--- src/rtl/iterative_divider_if.sv ---
// rtl/iterative_divider_if.sv - request/result handshake bundle for the iterative divider
interface iterative_divider_if #(
    parameter int WIDTH = 32,
    parameter int TAG_W = 5
);
    logic             in_valid;
    logic             in_ready;
    logic [1:0]       op;
    logic [WIDTH-1:0] dividend;
    logic [WIDTH-1:0] divisor;
    logic [TAG_W-1:0] tag_in;
    logic             out_valid;
    logic             out_ready;
    logic [WIDTH-1:0] result;
    logic [TAG_W-1:0] tag_out;
    logic             busy;

    modport slave (
        input  in_valid, op, dividend, divisor, tag_in, out_ready,
        output in_ready, out_valid, result, tag_out, busy
    );

    modport master (
        output in_valid, op, dividend, divisor, tag_in, out_ready,
        input  in_ready, out_valid, result, tag_out, busy
    );
endinterface

--- src/rtl/iterative_divider.sv ---
// rtl/iterative_divider.sv - restoring multi-cycle DIV/DIVU/REM/REMU unit, one quotient bit per cycle
module iterative_divider #(
    parameter int WIDTH = 32,
    parameter int TAG_W = 5
) (
    input  logic                clk,
    input  logic                rst_n,
    input  logic                flush,
    iterative_divider_if.slave  bus
);
    localparam int                CNT_W     = $clog2(WIDTH) + 1;
    localparam logic [CNT_W-1:0]  LAST_ITER = CNT_W'(WIDTH - 1);
    localparam logic [WIDTH-1:0]  MIN_NEG   = {1'b1, {(WIDTH-1){1'b0}}};

    typedef enum logic [1:0] {
        S_IDLE,
        S_CALC,
        S_DONE
    } state_e;

    state_e           r_state;
    logic [1:0]       r_op;
    logic [TAG_W-1:0] r_tag;
    logic [WIDTH-1:0] r_rem;
    logic [WIDTH-1:0] r_quo;
    logic [WIDTH-1:0] r_dvs;
    logic             r_q_neg;
    logic             r_r_neg;
    logic [CNT_W-1:0] r_cnt;

    logic             w_in_ready;
    logic             w_accept;
    logic             w_signed;
    logic             w_a_neg;
    logic             w_b_neg;
    logic [WIDTH-1:0] w_a_mag;
    logic [WIDTH-1:0] w_b_mag;
    logic             w_div_zero;
    logic             w_overflow;
    logic [WIDTH:0]   w_partial;
    logic [WIDTH+1:0] w_diff;
    logic             w_fits;
    logic [WIDTH-1:0] w_quo_fix;
    logic [WIDTH-1:0] w_rem_fix;

    assign w_in_ready = (r_state == S_IDLE) && !flush;
    assign w_accept   = bus.in_valid && w_in_ready;

    // op[0] clear selects the signed variants (DIV, REM)
    assign w_signed   = ~bus.op[0];
    assign w_a_neg    = w_signed & bus.dividend[WIDTH-1];
    assign w_b_neg    = w_signed & bus.divisor[WIDTH-1];
    assign w_a_mag    = w_a_neg ? -bus.dividend : bus.dividend;
    assign w_b_mag    = w_b_neg ? -bus.divisor  : bus.divisor;
    assign w_div_zero = (bus.divisor == '0);
    assign w_overflow = w_signed && (bus.dividend == MIN_NEG) && (bus.divisor == '1);

    // Partial remainder stays below the divisor, so WIDTH+1 bits hold the shifted value
    assign w_partial  = {r_rem, r_quo[WIDTH-1]};
    assign w_diff     = {1'b0, w_partial} - {2'b00, r_dvs};
    assign w_fits     = ~w_diff[WIDTH+1];

    always_ff @(posedge clk or negedge rst_n) begin
        if (!rst_n) begin
            r_state <= S_IDLE;
            r_op    <= 2'b00;
            r_tag   <= '0;
            r_rem   <= '0;
            r_quo   <= '0;
            r_dvs   <= '0;
            r_q_neg <= 1'b0;
            r_r_neg <= 1'b0;
            r_cnt   <= '0;
        end else if (flush) begin
            r_state <= S_IDLE;
        end else begin
            case (r_state)
                S_IDLE: begin
                    if (w_accept) begin
                        r_op  <= bus.op;
                        r_tag <= bus.tag_in;
                        r_cnt <= '0;
                        r_dvs <= w_b_mag;
                        if (w_div_zero) begin
                            r_quo   <= '1;
                            r_rem   <= bus.dividend;
                            r_q_neg <= 1'b0;
                            r_r_neg <= 1'b0;
                            r_state <= S_DONE;
                        end else if (w_overflow) begin
                            r_quo   <= bus.dividend;
                            r_rem   <= '0;
                            r_q_neg <= 1'b0;
                            r_r_neg <= 1'b0;
                            r_state <= S_DONE;
                        end else begin
                            r_quo   <= w_a_mag;
                            r_rem   <= '0;
                            r_q_neg <= w_a_neg ^ w_b_neg;
                            r_r_neg <= w_a_neg;
                            r_state <= S_CALC;
                        end
                    end
                end
                S_CALC: begin
                    r_rem <= w_fits ? w_diff[WIDTH-1:0] : w_partial[WIDTH-1:0];
                    r_quo <= {r_quo[WIDTH-2:0], w_fits};
                    r_cnt <= r_cnt + CNT_W'(1);
                    if (r_cnt == LAST_ITER) begin
                        r_state <= S_DONE;
                    end
                end
                S_DONE: begin
                    if (bus.out_ready) begin
                        r_state <= S_IDLE;
                    end
                end
                default: r_state <= S_IDLE;
            endcase
        end
    end

    assign w_quo_fix     = r_q_neg ? -r_quo : r_quo;
    assign w_rem_fix     = r_r_neg ? -r_rem : r_rem;

    assign bus.in_ready  = w_in_ready;
    assign bus.out_valid = (r_state == S_DONE);
    assign bus.busy      = (r_state != S_IDLE);
    assign bus.result    = r_op[1] ? w_rem_fix : w_quo_fix;
    assign bus.tag_out   = r_tag;
endmodule

--- src/flat_wrapper.sv ---
// flat-port wrapper written by rule: the top's interface ports become plain ports
module iterative_divider_flat 
#(
    parameter int WIDTH = 32,
    parameter int TAG_W = 5
)
  (clk, rst_n, flush, bus_in_valid, bus_op, bus_dividend, bus_divisor, bus_tag_in, bus_out_ready, bus_in_ready, bus_out_valid, bus_result, bus_tag_out, bus_busy);
  iterative_divider_if #(.WIDTH(WIDTH), .TAG_W(TAG_W)) bus_i ();
  input  logic clk;
  input  logic rst_n;
  input  logic flush;
  input wire logic [$bits(bus_i.in_valid)-1:0] bus_in_valid;
  input wire logic [$bits(bus_i.op)-1:0] bus_op;
  input wire logic [$bits(bus_i.dividend)-1:0] bus_dividend;
  input wire logic [$bits(bus_i.divisor)-1:0] bus_divisor;
  input wire logic [$bits(bus_i.tag_in)-1:0] bus_tag_in;
  input wire logic [$bits(bus_i.out_ready)-1:0] bus_out_ready;
  output wire logic [$bits(bus_i.in_ready)-1:0] bus_in_ready;
  output wire logic [$bits(bus_i.out_valid)-1:0] bus_out_valid;
  output wire logic [$bits(bus_i.result)-1:0] bus_result;
  output wire logic [$bits(bus_i.tag_out)-1:0] bus_tag_out;
  output wire logic [$bits(bus_i.busy)-1:0] bus_busy;
  assign bus_i.in_valid = bus_in_valid;
  assign bus_i.op = bus_op;
  assign bus_i.dividend = bus_dividend;
  assign bus_i.divisor = bus_divisor;
  assign bus_i.tag_in = bus_tag_in;
  assign bus_i.out_ready = bus_out_ready;
  assign bus_in_ready = bus_i.in_ready;
  assign bus_out_valid = bus_i.out_valid;
  assign bus_result = bus_i.result;
  assign bus_tag_out = bus_i.tag_out;
  assign bus_busy = bus_i.busy;
  iterative_divider #(.WIDTH(WIDTH), .TAG_W(TAG_W)) u_core (.clk(clk), .rst_n(rst_n), .flush(flush), .bus(bus_i));
endmodule
--- config.mk ---
export PLATFORM = sky130hd
export DESIGN_NAME = iterative_divider_flat
export DESIGN_NICKNAME = d
export VERILOG_FILES = /design/src/rtl/iterative_divider_if.sv /design/src/rtl/iterative_divider.sv /design/src/flat_wrapper.sv
export SDC_FILE = /design/constraint.sdc
export NUM_CORES = 1
export LEC_CHECK = 0
export BUFFER_PORTS_ARGS = -buffer_cell sky130_fd_sc_hd__buf_2
export CAP_MARGIN = 30
export CORE_MARGIN = 8
export CORE_UTILIZATION = 30
export DETAILED_ROUTE_END_ITERATION = 10
export GPL_TIMING_DRIVEN = 0
export SLEW_MARGIN = 10
export SYNTH_ARGS = -nofsm -noshare
export SYNTH_HDL_FRONTEND = slang
export SYNTH_SLANG_ARGS = --single-unit
--- constraint.sdc ---
create_clock -name clk -period 3.68 [get_ports clk]
set_clock_uncertainty 0.05 [all_clocks]
set_input_delay 0.368 -clock clk [delete_from_list [all_inputs] [get_ports clk]]
set_output_delay 0.368 -clock clk [all_outputs]
set_load 0.01 [all_outputs]
* Word-level counts from Yosys, hierarchy flattened *
Index checks and enable logic that the tools add are counted.

operators by class
  add/subtract/negate cells = 6
  eq/ne operators = 9
  bitwise gates (word level) = 6
  reduce and logical (&&, ||, !) cells = 12
  muxes and demuxes = 26

operator list
  operator                                                count
  2-to-1 mux 32 bit                                       11
  negator 32 bit                                          4
  case mux 32 bit (2 select lines)                        2
  equality test 32 bit (second input constant)            2
  subtractor 33 x 32 -> 34 bit                            1
  logical NOT 32 bit                                      1
  2-to-1 mux 2 bit                                        6
  case mux 6 bit (2 select lines)                         1
  AND reduction 3 bit                                     3
  adder 6 x 1 -> 6 bit (second input constant)            1
  equality test 6 x 5 -> 1 bit (second input constant)    1
  2-to-1 mux 6 bit                                        1
  inequality test 3 x 2 -> 1 bit (second input constant)  2
  case mux 2 bit (3 select lines)                         1
  logical AND 1 bit                                       4
  2-to-1 mux 1 bit                                        4
  nonzero test 2 bit                                      2
  inequality test 3 bit (second input constant)           1
  inverter 1 bit                                          3
  bitwise AND 1 bit                                       2
  equality test 2 x 1 -> 1 bit (second input constant)    1
  equality test 2 bit (second input constant)             1
  logical NOT 2 bit                                       1
  inequality test 2 x 1 -> 1 bit (second input constant)  1
  2 further kinds                                         2

storage, ports and cells
  bits of input ports = 76
  flip-flop bits (word level) = 113
  word-level logic and storage cells = 68

* Logic depth before layout (Yosys ltp) *
  depth in word-level cells = 8
  mapped depth = 12
  depth with buffers taken out = 12

* Least setup slack after synthesis *
OpenSTA, ideal clock, no wires.

  kind = reg2out
  start point = register u_core.r_rem[4]
  end point = output port bus_result[28]
  required time = 3.262 ns
  path buffers = 0
  arrival = 2.759 ns
  slack = 0.503 ns
  cell stages (with the launch flop) = 9
  cells stage by stage = dfrtp_1 > nor4_4 > nand3_2 > or4_4 > or3_4 > or4_4 > o31ai_4 > xor2_1 > mux2i_1

between the ends
  word-level cells in the longest chain between the ends = 3

ends and longest elaborated chain
  element                 RTL line                  source
  start, declared         iterative_divider.sv:24   logic [WIDTH-1:0] r_rem;
  start signal, assigned  iterative_divider.sv:86   r_rem <= bus.dividend;
  start signal, assigned  iterative_divider.sv:106  r_rem <= w_fits ? w_diff[WIDTH-1:0] : w_partial[WIDTH-1:0];
  negator 32 bit          iterative_divider.sv:124  assign w_rem_fix = r_r_neg ? -r_rem : r_rem;
  2-to-1 mux 32 bit       iterative_divider.sv:124
  2-to-1 mux 32 bit       iterative_divider.sv:129  assign bus.result = r_op[1] ? w_rem_fix : w_quo_fix;
  end, declared           flat_wrapper.sv:20        output wire logic [$bits(bus_i.result)-1:0] bus_result;

No other way between the ends.

* Final worst setup path *
  start point = register u_core.r_rem[9]
  end point = output port bus_result[29]

The elaborated chain is that of the path after synthesis.

==> PnR_summary.wiki <==
{| class="wikitable"
! Metric !! Value
|-
| Pin count of the biggest net entering global routing || 82
|-
| Combinational cell fraction of total power || 0.568
|-
| Number of library cell types mapped by synthesis || 75
|-
| Leakage power || 4.75 nW
|-
| Iteration-0 DRC Markers || 1049
|-
| Total power per unit cell area || roughly 590 nW/um^2
|-
| Die Ht || approximately 200 um
|-
| Setup TNS || -0.914 ns
|-
| Cell count after placement || roughly 1900
|-
| Startpoint class of the critical path || flip-flop
|-
| Final weighted congestion in routability-driven placement || between 0.9 and 1
|-
| Post-route antenna net violation count || 0
|-
| Setup repair after global routing missed its margin || yes
|-
| Slew Viols, Final || 0
|-
| Maximum Capacitance Violations || 0
|-
| Clock Power Share || 0.156
|-
| First-pass GRT wire length || 60300 um
|-
| Switching power summed over all nets || ~0.0034 W
|-
| Overall track demand over capacity in global routing || 0.196
|-
| CTS tree || done
|-
| Worst Setup End Kind || output port
|-
| Critical path fanouts, max || 5
|-
| Finish-stage setup viols || 8
|-
| Die outline area || just under 40000 sq um
|-
| Sw Share || 0.487
|-
| Mapped Nets || 1422
|-
| Endpoint required time on the critical path || 3.26 ns
|-
| HPWL reported at the end of detailed placement || just over 30000 um
|-
| Average wire per cell in the routed design || 20.5 um
|-
| Floorplan core area || 32600 sq um
|-
| Routed vias/inst || 5.68
|-
| Type of the worst setup path || reg2out
|-
| Number of standard cells after synthesis || 1307
|-
| CTS sink count || 112
|-
| Worst-path cell chain || or3_4 -> or4_4 -> or3_4 -> or4_4 -> o41ai_2 -> xor2_1 -> a21oi_2 -> buf_2
|-
| Clock-pin slew reported for the worst setup and hold paths after clock tree synthesis || 0.08 ns
|-
| Library cell contributing the largest single delay on the critical path || or4_4
|-
| Count of flip-flops with a built-in enable after synthesis || 0
|-
| Worst-Skew Late Latency || 0.37 ns
|-
| TritonCTS Buffers || 9
|-
| Max transition margin || 0.377
|-
| Syn avg cell area || 7.63 sq um
|-
| Pre-CTS worst setup slack || -0.391 ns
|-
| Outcome || complete, but fails checks
|-
| Final period utilization || 1.05
|-
| Cell area after synthesis || between 9000 and 10000 sq um
|-
| Proportion of synthesized chip area in sequential cells || 0.281
|-
| Delay contributed by the slowest stage of the critical path || around 0.57 ns
|-
| Share of flip-flops with an asynchronous set or reset || 1.00
|-
| Number of global-route vias before repair || around 11000
|-
| Total number of placement rows || 66
|-
| Worst setup slack after layout || -0.201 ns
|-
| Starting density of the core || 0.306
|-
| Area Overhead vs Synth || 17.8%
|-
| Top FF cell, synth || dfrtp_1
|-
| Internal portion of total power || 0.00354 W
|-
| Input/output buffers || 115
|-
| Non-filler cells in the finished layout || around 1900
|-
| Final Total Pwr || 0.00690 W
|-
| Number of H-tree levels || 3
|-
| Die outline width || around 200 um
|-
| Worst Max-Slew Pin Slew || 0.921 ns
|-
| Total Routed Length || around 39000 um
|-
| Maximum clock insertion buffer count || 2
|-
| I/O Pins || ~120
|-
| DRT Pass-1 Iters || 5
|-
| Synth warn || 0
|-
| Data arrival time of the critical path || 3.46 ns
|-
| Final hold violation count || 0
|-
| Worst hold-check slack || 0.111 ns
|-
| Highest Clock Rate || 258 MHz
|-
| Number of antenna violations at the first check in global routing || 2
|-
| Final #Nets || ~1600
|-
| Buffer type at the clock tree root || clkbuf_16
|-
| Remaining DRCs || 0
|-
| Final min period || 3.88 ns
|-
| Relative contribution of sequential cells to total power || 0.276
|-
| Seq cells post-synth || ~110
|-
| Layout cell share with drive strength beyond 1 || 0.144
|-
| Class of the worst hold path || in2reg
|-
| Grt total ovfl || 0
|-
| Violated checks || negative setup slack
|-
| Largest voltage drop on the vdd net || roughly 0.00023 V
|-
| Count of vias placed by the detailed router || roughly 11000
|}
## state kept, by name, indices dropped and copies added (netlist names)
name / cells
u_core.r_quo: 32
u_core.r_rem: 32
u_core.r_r_neg: 1
u_core.r_q_neg: 1
u_core.r_cnt: 6
u_core.r_dvs: 32
u_core.r_op: 1
u_core.bus.tag_out: 5
u_core.r_state: 2
## cells by family after synthesis
kind of cell | synth area share
buf+inv | 0.0521
fa+ha+maj | 0.0497
mux | 0.00904
xor+xnor | 0.128
flops | 0.281
simple gates | 0.206
compound gates | 0.274
## metrics by stage
step                instance area (sq um)   util
CTS                                 11600  0.356
finish                              11700  0.360
global placement                    11100  0.340
floorplan                            9970      -
global route                        11700  0.360
detailed placement                  11100  0.341
## synthesized netlist by cell type (4+ instances only)
library cell | number | area share
and2_1 | 5 | 0.0031
o31ai_1 | 42 | 0.032
nor2_1 | 86 | 0.032
buf_1 | 5 | 0.0019
or4_1 | 13 | 0.0098
o41ai_1 | 13 | 0.011
xor2_1 | 79 | 0.069
a21o_1 | 17 | 0.013
o21ai_0 | 141 | 0.071
inv_1 | 53 | 0.020
clkbuf_1 | 62 | 0.023
o22a_1 | 11 | 0.0097
nor4_1 | 9 | 0.0056
or3_1 | 19 | 0.012
nand2b_1 | 11 | 0.0069
a31oi_1 | 12 | 0.0075
a211oi_1 | 11 | 0.0083
and3_1 | 8 | 0.0050
o32ai_1 | 4 | 0.0035
a21oi_1 | 106 | 0.053
mux2i_1 | 9 | 0.0090
nand4_1 | 19 | 0.012
dfrtp_1 | 112 | 0.28
nand2_1 | 182 | 0.069
o22ai_1 | 27 | 0.017
nand3_1 | 28 | 0.014
o21a_1 | 6 | 0.0045
nor2b_1 | 5 | 0.0031
buf_2 | 6 | 0.0030
ha_1 | 38 | 0.048
o21ai_1 | 5 | 0.0025
xnor2_1 | 67 | 0.059
nor3_1 | 26 | 0.013
o211ai_1 | 8 | 0.0060
## power groups by stage
stage | Clock, W | Sequential [W] | Combinational, W
finish | 0.00108 | 0.00191 | 0.00392
global route | 0.00112 | 0.00194 | 0.00433
CTS | 0.00108 | 0.00188 | 0.00382
detailed placement | 0 | 0.00192 | 0.00371
global placement | 0 | 0.00191 | 0.00367
floorplan | 0 | 0.00178 | 0.00259
## worst max-delay path: cells and delay by family, from the launching register on
| family | cells | cell delay (ns) |
|---|---|---|
| xor gates and xnor gates | 1 | 0.14 |
| buffers and inverters | 1 | 0.16 |
| and+or+nand+nor | 4 | 1.82 |
| AOI/OAI and AO/OA | 2 | 0.49 |
| DFF | 1 | 0.46 |
## worst paths after layout
kind	start	to	cells past startpoint	slack, ns
setup / recovery	u_core.r_rem[9]$_DFFE_PN0P_	bus_result[29]	8	-0.20
hold / removal	bus_out_ready	u_core.r_state[1]$_DFFE_PN0P_	2	0.11
setup reg to reg	u_core.r_rem[22]$_DFFE_PN0P_	u_core.r_rem[25]$_DFFE_PN0P_	10	0.22
hold reg to reg	u_core.bus.tag_out[2]$_DFFE_PN0P_	u_core.bus.tag_out[2]$_DFFE_PN0P_	2	0.43
max in group asynchronous	rst_n	u_core.r_rem[3]$_DFFE_PN0P_	3	2.42
min in group asynchronous	rst_n	u_core.r_dvs[25]$_DFFE_PN0P_	2	0.40
## layer usage
layer | up-vias | GRT usage | part of all wire
met5 | - | 0 | 0.00077
met4 | 4 | 0.0841 | 0.037
met3 | 86 | 0.0234 | 0.058
met2 | 398 | 0.327 | 0.47
met1 | 5295 | 0.253 | 0.44
li1 | 4992 | - | -
## layout by cell type (no fill, tap or decap), types with 8 or more instances in the layout
master	instances
o211ai_1	8
nand4_1	19
nor3_1	25
a21o_1	17
o21ai_0	140
o22a_1	11
ha_1	38
clkbuf_16	9
o22ai_1	27
buf_2	120
o31ai_1	41
buf_4	12
dfrtp_1	104
o41ai_1	13
dfrtp_2	8
nand2b_1	11
mux2i_1	9
a21oi_1	101
nand3_1	27
xnor2_1	67
clkbuf_1	63
a31oi_1	10
or4_1	11
a211oi_1	11
xor2_1	76
or3_1	17
inv_1	53
and3_1	8
nand2_1	180
nor2_1	85
## area by class of cell
cell class | count | area (sq um)
antenna | 2 | 5.00
buffer | 76 | 322
clock buffer | 12 | 246
clock inverter | 4 | 53.8
fill | 3501 | 20900
inverter | 53 | 199
multi-input combinational | 1066 | 6840
sequential | 112 | 2810
tap | 442 | 553
timing repair buffer | 129 | 709
## timing repair
| action | in CTS | in global routing |
|---|---|---|
| endpoints found under the setup margin | 29 | 33 |
| hold buffers | 1 | 0 |
| pin swaps | 6 | 6 |
| gates cloned | 0 | 0 |
| buffers inserted | 8 | 4 |
| gates resized for setup | 25 | 20 |
| endpoints found under the hold margin | 31 | 0 |
Power figures use the tool's default switching activity.
